===== config.mk =====
export PLATFORM = sky130hd
export DESIGN_NAME = sha3_sponge_ctrl
export DESIGN_NICKNAME = d
export VERILOG_FILES = /design/src/rtl/sha3_sponge_ctrl.sv
export SDC_FILE = /design/constraint.sdc
export NUM_CORES = 1
export LEC_CHECK = 0
export ABC_AREA = 1
export CAP_MARGIN = 20
export CELL_PAD_IN_SITES_DETAIL_PLACEMENT = 0
export CELL_PAD_IN_SITES_GLOBAL_PLACEMENT = 1
export CORE_ASPECT_RATIO = 1.75
export CORE_MARGIN = 2
export CORE_UTILIZATION = 34
export CTS_BUF_LIST = sky130_fd_sc_hd__clkbuf_4
export DETAILED_ROUTE_END_ITERATION = 12
export PLACE_DENSITY_LB_ADDON = 0.25
export SETUP_SLACK_MARGIN = 0.1
export SYNTH_ARGS = -nofsm -noshare
export SYNTH_HDL_FRONTEND = slang
export SYNTH_SLANG_ARGS = --single-unit

===== constraint.sdc =====
create_clock -name ACLK -period 12.2 [get_ports ACLK]
set_input_delay 3.66 -clock ACLK [delete_from_list [all_inputs] [get_ports ACLK]]
set_output_delay 3.66 -clock ACLK [all_outputs]
set_load 0.02 [all_outputs]

===== src/rtl/sha3_sponge_ctrl.sv =====
// Sponge sequencer for Keccak-f[1600]: absorbs 16-bit stream words into rate blocks
// with SHA3 padding, launches one permutation per block and squeezes the digest out.
`timescale 1ns/1ps
module sha3_sponge_ctrl #(
  parameter int unsigned WIDTH  = 16,
  parameter int unsigned ADDR_W = 7
) (
  input  logic              ACLK,
  input  logic              ARESET,
  input  logic [WIDTH-1:0]  TDATA_i,
  input  logic [1:0]        TKEEP_i,
  input  logic [1:0]        TUSER_i,
  input  logic              TLAST_i,
  input  logic              TVALID_i,
  output logic              TREADY_o,
  output logic              blk_we,
  output logic [ADDR_W-1:0] blk_addr,
  output logic [WIDTH-1:0]  blk_data,
  output logic              perm_start,
  output logic              perm_first,
  input  logic              perm_done,
  output logic [ADDR_W-1:0] dig_rd_addr,
  input  logic [WIDTH-1:0]  dig_rd_data,
  output logic [WIDTH-1:0]  TDATA_o,
  output logic              TVALID_o,
  output logic              TLAST_o,
  input  logic              TREADY_i,
  output logic              busy,
  output logic [1:0]        mode_o
);

  typedef enum logic [2:0] {
    S_IDLE, S_ABSORB, S_PAD, S_PERM, S_PERM_WAIT, S_SQUEEZE
  } state_e;

  state_e            state_q, state_d;
  logic [ADDR_W-1:0] cnt_q, cnt_d;
  logic [1:0]        mode_q, mode_d;
  logic              last_q, last_d;
  logic              first_q, first_d;
  logic              pend_q, pend_d;
  logic              padblk_q, padblk_d;
  logic [ADDR_W-1:0] sq_addr_q, sq_addr_d;
  logic              sq_rd_q, sq_rd_d;
  logic              tvalid_q, tvalid_d;
  logic [WIDTH-1:0]  tdata_q, tdata_d;
  logic              tlast_q, tlast_d;

  logic [1:0]        mode_cur;
  logic [ADDR_W-1:0] rate_words, dig_words;
  logic              rate_last, rdy, acc, keep_full;
  logic [WIDTH-1:0]  tail_word, absorb_word, pad_word;

  // Mode is not latched yet while the first word is being accepted.
  assign mode_cur   = (state_q == S_IDLE) ? TUSER_i : mode_q;
  assign rate_words = (mode_cur == 2'd0) ? ADDR_W'(72) :
                      (mode_cur == 2'd1) ? ADDR_W'(68) :
                      (mode_cur == 2'd2) ? ADDR_W'(52) : ADDR_W'(36);
  assign dig_words  = (mode_q == 2'd0) ? ADDR_W'(14) :
                      (mode_q == 2'd1) ? ADDR_W'(16) :
                      (mode_q == 2'd2) ? ADDR_W'(24) : ADDR_W'(32);
  assign rate_last  = (cnt_q == rate_words - ADDR_W'(1));
  assign rdy        = ((state_q == S_IDLE) || (state_q == S_ABSORB)) && !ARESET;
  assign acc        = TVALID_i && rdy;
  assign keep_full  = TKEEP_i[1];

  // A full last word defers the 0x06 pad byte to the next block word.
  assign tail_word   = keep_full  ? TDATA_i :
                       TKEEP_i[0] ? {8'h06, TDATA_i[7:0]} : WIDTH'(16'h0006);
  assign absorb_word = !TLAST_i ? TDATA_i :
                       (tail_word | ((rate_last && !keep_full) ? WIDTH'(16'h8000) : '0));
  assign pad_word    = (pend_q ? WIDTH'(16'h0006) : '0) |
                       (rate_last ? WIDTH'(16'h8000) : '0);

  always_ff @(posedge ACLK or posedge ARESET) begin
    if (ARESET) begin
      state_q   <= S_IDLE;
      cnt_q     <= '0;
      mode_q    <= '0;
      last_q    <= 1'b0;
      first_q   <= 1'b0;
      pend_q    <= 1'b0;
      padblk_q  <= 1'b0;
      sq_addr_q <= '0;
      sq_rd_q   <= 1'b0;
      tvalid_q  <= 1'b0;
      tdata_q   <= '0;
      tlast_q   <= 1'b0;
    end else begin
      state_q   <= state_d;
      cnt_q     <= cnt_d;
      mode_q    <= mode_d;
      last_q    <= last_d;
      first_q   <= first_d;
      pend_q    <= pend_d;
      padblk_q  <= padblk_d;
      sq_addr_q <= sq_addr_d;
      sq_rd_q   <= sq_rd_d;
      tvalid_q  <= tvalid_d;
      tdata_q   <= tdata_d;
      tlast_q   <= tlast_d;
    end
  end

  always_comb begin
    state_d   = state_q;
    cnt_d     = cnt_q;
    mode_d    = mode_q;
    last_d    = last_q;
    first_d   = first_q;
    pend_d    = pend_q;
    padblk_d  = padblk_q;
    sq_addr_d = sq_addr_q;
    sq_rd_d   = sq_rd_q;
    tvalid_d  = tvalid_q;
    tdata_d   = tdata_q;
    tlast_d   = tlast_q;
    unique case (state_q)
      S_IDLE, S_ABSORB: begin
        if (acc) begin
          if (state_q == S_IDLE) begin
            mode_d  = TUSER_i;
            first_d = 1'b1;
          end
          if (rate_last) begin
            state_d  = S_PERM;
            last_d   = TLAST_i && !keep_full;
            padblk_d = TLAST_i && keep_full;
          end else begin
            cnt_d   = cnt_q + ADDR_W'(1);
            state_d = TLAST_i ? S_PAD : S_ABSORB;
            pend_d  = TLAST_i && keep_full;
          end
        end
      end
      S_PAD: begin
        pend_d = 1'b0;
        if (rate_last) begin
          state_d = S_PERM;
          last_d  = 1'b1;
        end else begin
          cnt_d = cnt_q + ADDR_W'(1);
        end
      end
      S_PERM: begin
        first_d = 1'b0;
        state_d = S_PERM_WAIT;
      end
      S_PERM_WAIT: begin
        if (perm_done) begin
          cnt_d = '0;
          if (last_q) begin
            state_d   = S_SQUEEZE;
            sq_addr_d = '0;
            sq_rd_d   = 1'b0;
            tvalid_d  = 1'b0;
          end else if (padblk_q) begin
            state_d  = S_PAD;
            pend_d   = 1'b1;
            padblk_d = 1'b0;
          end else begin
            state_d = S_ABSORB;
          end
        end
      end
      S_SQUEEZE: begin
        // One cycle to present the address, one to capture, then hold until taken.
        if (!tvalid_q && !sq_rd_q) sq_rd_d = 1'b1;
        if (sq_rd_q) begin
          tdata_d  = dig_rd_data;
          tlast_d  = (sq_addr_q == dig_words - ADDR_W'(1));
          tvalid_d = 1'b1;
          sq_rd_d  = 1'b0;
        end
        if (tvalid_q && TREADY_i) begin
          tvalid_d = 1'b0;
          if (tlast_q) begin
            state_d = S_IDLE;
            tlast_d = 1'b0;
          end else begin
            sq_addr_d = sq_addr_q + ADDR_W'(1);
          end
        end
      end
      default: state_d = S_IDLE;
    endcase
  end

  always_comb begin
    TREADY_o    = rdy;
    blk_we      = 1'b0;
    blk_addr    = cnt_q;
    blk_data    = '0;
    if (acc) begin
      blk_we   = 1'b1;
      blk_data = absorb_word;
    end else if (state_q == S_PAD) begin
      blk_we   = 1'b1;
      blk_data = pad_word;
    end
    perm_start  = (state_q == S_PERM);
    perm_first  = (state_q == S_PERM) && first_q;
    dig_rd_addr = (state_q == S_SQUEEZE) ? sq_addr_q : '0;
    TDATA_o     = tdata_q;
    TVALID_o    = tvalid_q;
    TLAST_o     = tlast_q;
    busy        = (state_q != S_IDLE);
    mode_o      = mode_q;
  end

endmodule


==> metrics.txt, run 1 <==
hold_sp TDATA_o[7]; Post-synth ARST share 100%; dpl cell area 3550 sq um; Detail Route Antenna Nets 0; Synth Net Count around 390; Register Area about 1100 sq um; Detailed Place HPWL 5240 microns; main combinational cell family by area after synthesis simple AND/OR/NAND/NOR gates; vias in the first global route 2414; H-tree Lvls 2; FF-to-FF Start state_q[0]; Critical Path AT roughly 5700 ps; max_cap viols 0; remaining global-route overflow 0; Post-synth top cells nand2_1, dfrtp_1, inv_1, nor2_1, nand3_1; Final Max Tran Viols 0; Via density approximately 4.8; antenna cells 0; maximum vdd drop 98.7 uV; placed instance count 526; GRT Util Overall between 15 and 20%; multiplexer area fraction after synthesis 0%; Hold Path Class flop to flop; crit path capture type primary output; met1 Use GR 18.5%; Synth Area in XOR/XNOR ~2.1%; Static Leakage 1.68 nW; area grow syn2layout 44.6%; predominant post-synthesis flop cell dfrtp_1; Final Hold Fails 0; CTS Buf Count 5; Die X 68.8 microns; Slew @ Worst Pin 720 ps; Post-synth EDFFs 0; routed len/inst about 12 microns; IO Port Bufs 96; first-pass GRT wire length between 10000 and 15000 microns; clock sink total between 40 and 50; die height 117 microns; final setup TNS 0 ps; final WL approximately 6600 microns; DRC viols 0; largest area contributor in the netlist dfrtp_1; CTS tree done; I/O pin total 97; synthesized flop and latch total 42; top post-synthesis cells by area dfrtp_1, nand2_1, nand3_1, inv_1, nor2_1; antenna violations before repair 0; CP Launch Type input pin; post-synthesis adder-cell area fraction 1.00%; Mapped Cells 347; DP Worst Slack 2840 ps; final worst path period share between 70% and 80%; routed vias between 2000 and 3000; GRT Max-Usage Layer met2; Setup Viol. Count Final 0; post-synthesis sequential area ratio between 40% and 50%; Cell variety after synth 31; Worst slew margin about half; Final Core Density 50.2%; post-layout instance area 3610 sq um; synthesized area per cell 7.19 sq um; Post-Syn Area 2490 sq um; Worst-path clk slew ~110 ps; num rows 41; crit path max fanout 10; met3 Use GR under 10%; Core Area 7180 sq um; warnings from Yosys 0; post-CTS setup buffer count 0; GRT met2 Usage 30.8%; Max Clk Rate 107 MHz; NumNets Final 491; DRT Pass-1 Iters 4; Die Area a little over 8000 sq um; final worst setup slack 2870 ps; post-synthesis compound-gate area fraction 8.58%; 1st-iter DRT viols 111; cts repair resizes 0; Root Driver clkbuf_4; largest net degree at the start of global routing 43; fillcell total 743; CTS max path bufs 2; area share of and/or/nand/nor cells after synthesis 39.2%; RSZ-0062 raised after global routing no; Layout Skew 6.13 ps; PD cells 215 nW/um^2; min cycle time layout 9330 ps; outcome finished, final reports clean; count leader, synth nand2_1; Worst Path Required roughly 8500 ps; multi-input combinational cell area between 1000 and 1500 sq um; initial core utilization between 30% and 40%; layout cells sized above 1 8.04%; number of hold buffers added after cts 0; kind of critical path input pin to primary output; Routability Congestion ~0.8; post-synth top area share 42.1%; number of standard cells in the layout, taps in and fillers out 534; crit path launch TLAST_i; latest clock arrival within the worst-skew pair between 300 and 400 ps
## final timing paths
kind	depth (start not counted)	end	slack [ps]
worst max-delay path	8	blk_data[1]	2870
worst min-delay path	2	TDATA_o[7]	480
worst max register to register	7	TDATA_o[0]	9810
worst min register to register	2	TDATA_o[7]	480
max in group asynchronous	3	sq_rd_q	7980
min in group asynchronous	3	blk_addr[2]	3820
## kinds of logic after synthesis
logic type                 count (synthesis)
and+or+nand+nor                          214
buffers and inverters                     46
DFF                                       42
AOI/OAI and AO/OA                         37
xor gates and xnor gates                   6
adders and majority gates                  2
## power by group
group | total [mW] | switching, mW | internal [mW]
clock | 0.0671 | 0.0431 | 0.0239
sequential | 0.250 | 0.0508 | 0.199
combinational | 0.460 | 0.273 | 0.187
total | 0.777 | 0.367 | 0.410
## flip-flops by register name, summed over array words and instances (netlist names)
name,flops
sq_rd_q,1
blk_addr,7
first_q,1
padblk_q,1
TVALID_o,1
sq_addr_q,7
state_q,3
pend_q,1
TDATA_o,16
mode_o,2
last_q,1
TLAST_o,1
## critical path, stage by stage
cell and delay [ps]:
clkdlybuf4s50_1 490, inv_1 60, nor2_1 150, clkinv_1 270, nor2_1 240, o21ai_0 90
o21ai_0 80, clkdlybuf4s50_1 630
## final cells by class
class / count / area share, %
multi-input combinational: 259 / 35.2
clock buffer: 6 / 1.25
inverter: 42 / 4.37
tap: 86 / 2.98
clock inverter: 2 / 0.243
timing repair buffer: 97 / 26.8
sequential: 42 / 29.1
## cells in the final DEF (no fill, tap or decap), types with 4 or more instances in the layout
cell,count
o21ai_0,15
nand2_4,5
nand2_1,119
nor2_1,34
xor2_1,6
nand2_2,6
nand4_1,4
a21oi_1,9
inv_2,6
clkbuf_4,6
nand3_1,29
dfrtp_1,42
nor3_1,8
clkdlybuf4s50_1,96
inv_1,34
## metrics by stage
stage,power (mW),hold slack [ps]
after detailed placement,0.718,459
final,0.777,484
after global placement,0.713,453
after global routing,0.846,500
after floorplan,0.539,452
after CTS,0.789,488
## routing by layer
layer,wire length (microns),vias to the layer above
met3,415,6
li1,-,1306
met2,3540,83
met5,0,-
met1,2570,1166
met4,76,0
No activity file was read; power rests on OpenSTA's default activity.
==> run 2, diff against run 1 <==
--- a/config.mk
+++ b/config.mk
@@ -11,7 +11,7 @@
 export CELL_PAD_IN_SITES_GLOBAL_PLACEMENT = 1
 export CORE_ASPECT_RATIO = 1.75
 export CORE_MARGIN = 2
-export CORE_UTILIZATION = 34
+export CORE_UTILIZATION = 28
 export CTS_BUF_LIST = sky130_fd_sc_hd__clkbuf_4
 export DETAILED_ROUTE_END_ITERATION = 12
 export PLACE_DENSITY_LB_ADDON = 0.25
==> constraint.sdc (replaced) <==
create_clock -name ACLK -period 8.3 [get_ports ACLK]
set_input_delay 2.49 -clock ACLK [delete_from_list [all_inputs] [get_ports ACLK]]
set_output_delay 2.49 -clock ACLK [all_outputs]
set_load 0.02 [all_outputs]
==> run 2 against run 1 <==
Worst setup slack worse by 1600 ps. Clock skew rose by 4.5 ps. Total power up 48%. Die area increased by 20%. Cell area up 1.3%. Clock power is 59% higher. Sequential power increased by 46%. Flip-flop and latch count stayed put. First-iteration DRC count decreased by 23%. Combinational power grew 48%. Sequential share of layout area decreased by 0.37 points. Final cell count increased by 6.0%. Largest cell class unchanged.
==> metrics.txt, run 2 (same netlist as run 1, synthesis figures left out) <==
DRC viols 0 (unchanged); outcome finished, final reports clean; multi-input combinational cell area 1270 sq um (unchanged); Root Driver clkbuf_4; Hold Crit Endpoint TDATA_o[10]; final worst path period share 84.5%; clock sink total 42 (unchanged); final WL 7170 microns (+8.7%); Die Area 9710 sq um (+20%); cts repair resizes 0 (unchanged); min cycle time layout about 7000 ps; Hold Path Class flop to flop; reg-to-reg slack, setup 5920 ps (-3890 ps); DRT Pass-1 Iters 4 (unchanged); Via density 4.42 (-7.9%); GRT Util Overall 15.8% (-0.84 points); IO Port Bufs 96 (unchanged); FF-to-FF End TDATA_o[5]; Worst-path clk slew 130 ps (+20 ps); crit path capture type primary output; RSZ-0062 raised after global routing no; Register Area 1050 sq um (unchanged); crit path max fanout 10 (unchanged); maximum vdd drop 136 uV (+38%); I/O pin total 97 (unchanged); fillcell total 942 (+27%); max_cap viols 0 (unchanged); Layout Skew 10.6 ps (+4.49 ps); Max Clk Rate 143 MHz; post-CTS setup buffer count 0 (unchanged); remaining global-route overflow 0 (unchanged); Worst Path Required 5810 ps (-2730 ps); vias in the first global route 2633 (+9.1%); commonest non-fill, non-tap cell in the layout nand2_1; CP Launch Type input pin; kind of critical path input pin to primary output; CP cell instances clkdlybuf4s50_1 > inv_1 > nor2_1 > clkinv_1 > nor2_1 > o21ai_0 > o21ai_0 > clkdlybuf4s50_1; CP max stage cell clkdlybuf4s50_1; layout cells sized above 1 8.26% (+0.22 points); CTS Buf Count 5 (unchanged); routed vias 2500 (-2.4%); FF-to-FF Start state_q[0]; number of hold buffers added after cts 0 (unchanged); Detailed Place HPWL 5670 microns (+8.3%); WHS Path Cells 2 (unchanged); Die X 75.4 microns (+9.6%); Slew @ Worst Pin 708 ps (-11.6 ps); NumNets Final 491 (unchanged); Worst slew margin 52.7% (+0.77 points); first-pass GRT wire length 11800 microns (+11%); Setup Viol. Count Final 0 (unchanged); total power 1.15 mW (+48%); Static Leakage 1.68 nW (-0.11%); CTS tree done; num rows 45 (+9.8%); largest net degree at the start of global routing 43 (unchanged); Routability Congestion 0.790 (-3.1%); PD cells 316 nW/um^2 (+46%); Detail Route Antenna Nets 0 (unchanged); r2r worst-path depth 7 (unchanged); Largest register FFs 16 (unchanged); most frequent cells in the layout nand2_1, clkdlybuf4s50_1, dfrtp_1; 1st-iter DRT viols 85 (-23%); latest clock arrival within the worst-skew pair 360 ps (+20 ps); CTS max path bufs 2 (unchanged); Final Max Tran Viols 0 (unchanged); number of standard cells in the layout, taps in and fillers out 566 (+6.0%); Critical Path AT 4520 ps (-1150 ps); area grow syn2layout 46.4%; slowest stage delay, CP 630 ps (about the same); routed len/inst 12.7 microns (+2.5%); Core Area 8670 sq um (+21%); placed instance count 557 (+5.9%); Final Hold Fails 0 (unchanged); initial core utilization 28.8% (-6.0 points); H-tree Lvls 2 (unchanged); die height 129 microns (+9.8%); hold_sp TDATA_o[10]; final setup TNS 0 ps (unchanged); antenna violations before repair 1 (+1)
[run 2: through the flow]
step           setup slack, ps  area [sq um]  hold slack, ps  util [%]
4_1_cts                   1250          3650             494      42.1
5_1_grt                    993          3650             508      42.1
2_1_floorplan             1470          2490             452         -
3_5_place_dp              1250          3590             459      41.4
3_3_place_gp              1360          3590             454      41.4
6_report                  1290          3650             486      42.1
[run 2: cell type report]
type                       count  share of cell area [%]
clock inverter                 3                   0.582
clock buffer                   5                    1.03
timing repair buffer          97                    26.5
inverter                      42                    4.32
tap                          117                    4.01
multi-input combinational    259                    34.7
antenna                        1                  0.0685
sequential                    42                    28.8
[run 2: worst max-delay path by stage]
| stage | slack [ps] | to | start |
|---|---|---|---|
| global route | 990 | blk_data[5] | TLAST_i |
| CTS | 1250 | blk_data[1] | TLAST_i |
| finish | 1290 | blk_data[1] | TLAST_i |
| floorplan | 1470 | blk_data[15] | ARESET |
| global placement | 1360 | blk_data[1] | TLAST_i |
| detailed placement | 1250 | blk_data[1] | TLAST_i |
[run 2: routing by layer]
| layer | share of wire (%) | vias to the layer above | GRT usage [%] |
|---|---|---|---|
| li1 | - | 1300 | - |
| met1 | 37 | 1102 | 15.2 |
| met2 | 54 | 89 | 30.3 |
| met3 | 6.4 | 9 | 3.99 |
| met4 | 2.0 | 0 | 6.30 |
| met5 | 0 | - | 0 |
[run 2: power by group]
part | switching (mW) | total [mW] | internal, mW
clock network | 0.0742 | 0.107 | 0.0330
registers | 0.0738 | 0.366 | 0.292
logic | 0.405 | 0.680 | 0.275
total | 0.553 | 1.15 | 0.600
[run 2: critical path, delay by kind of cell]
| family | cells | cell delay (ps) |
|---|---|---|
| AOI/OAI and AO/OA | 2 | 180 |
| and+or+nand+nor | 2 | 370 |
| buffers and inverters | 4 | 1460 |
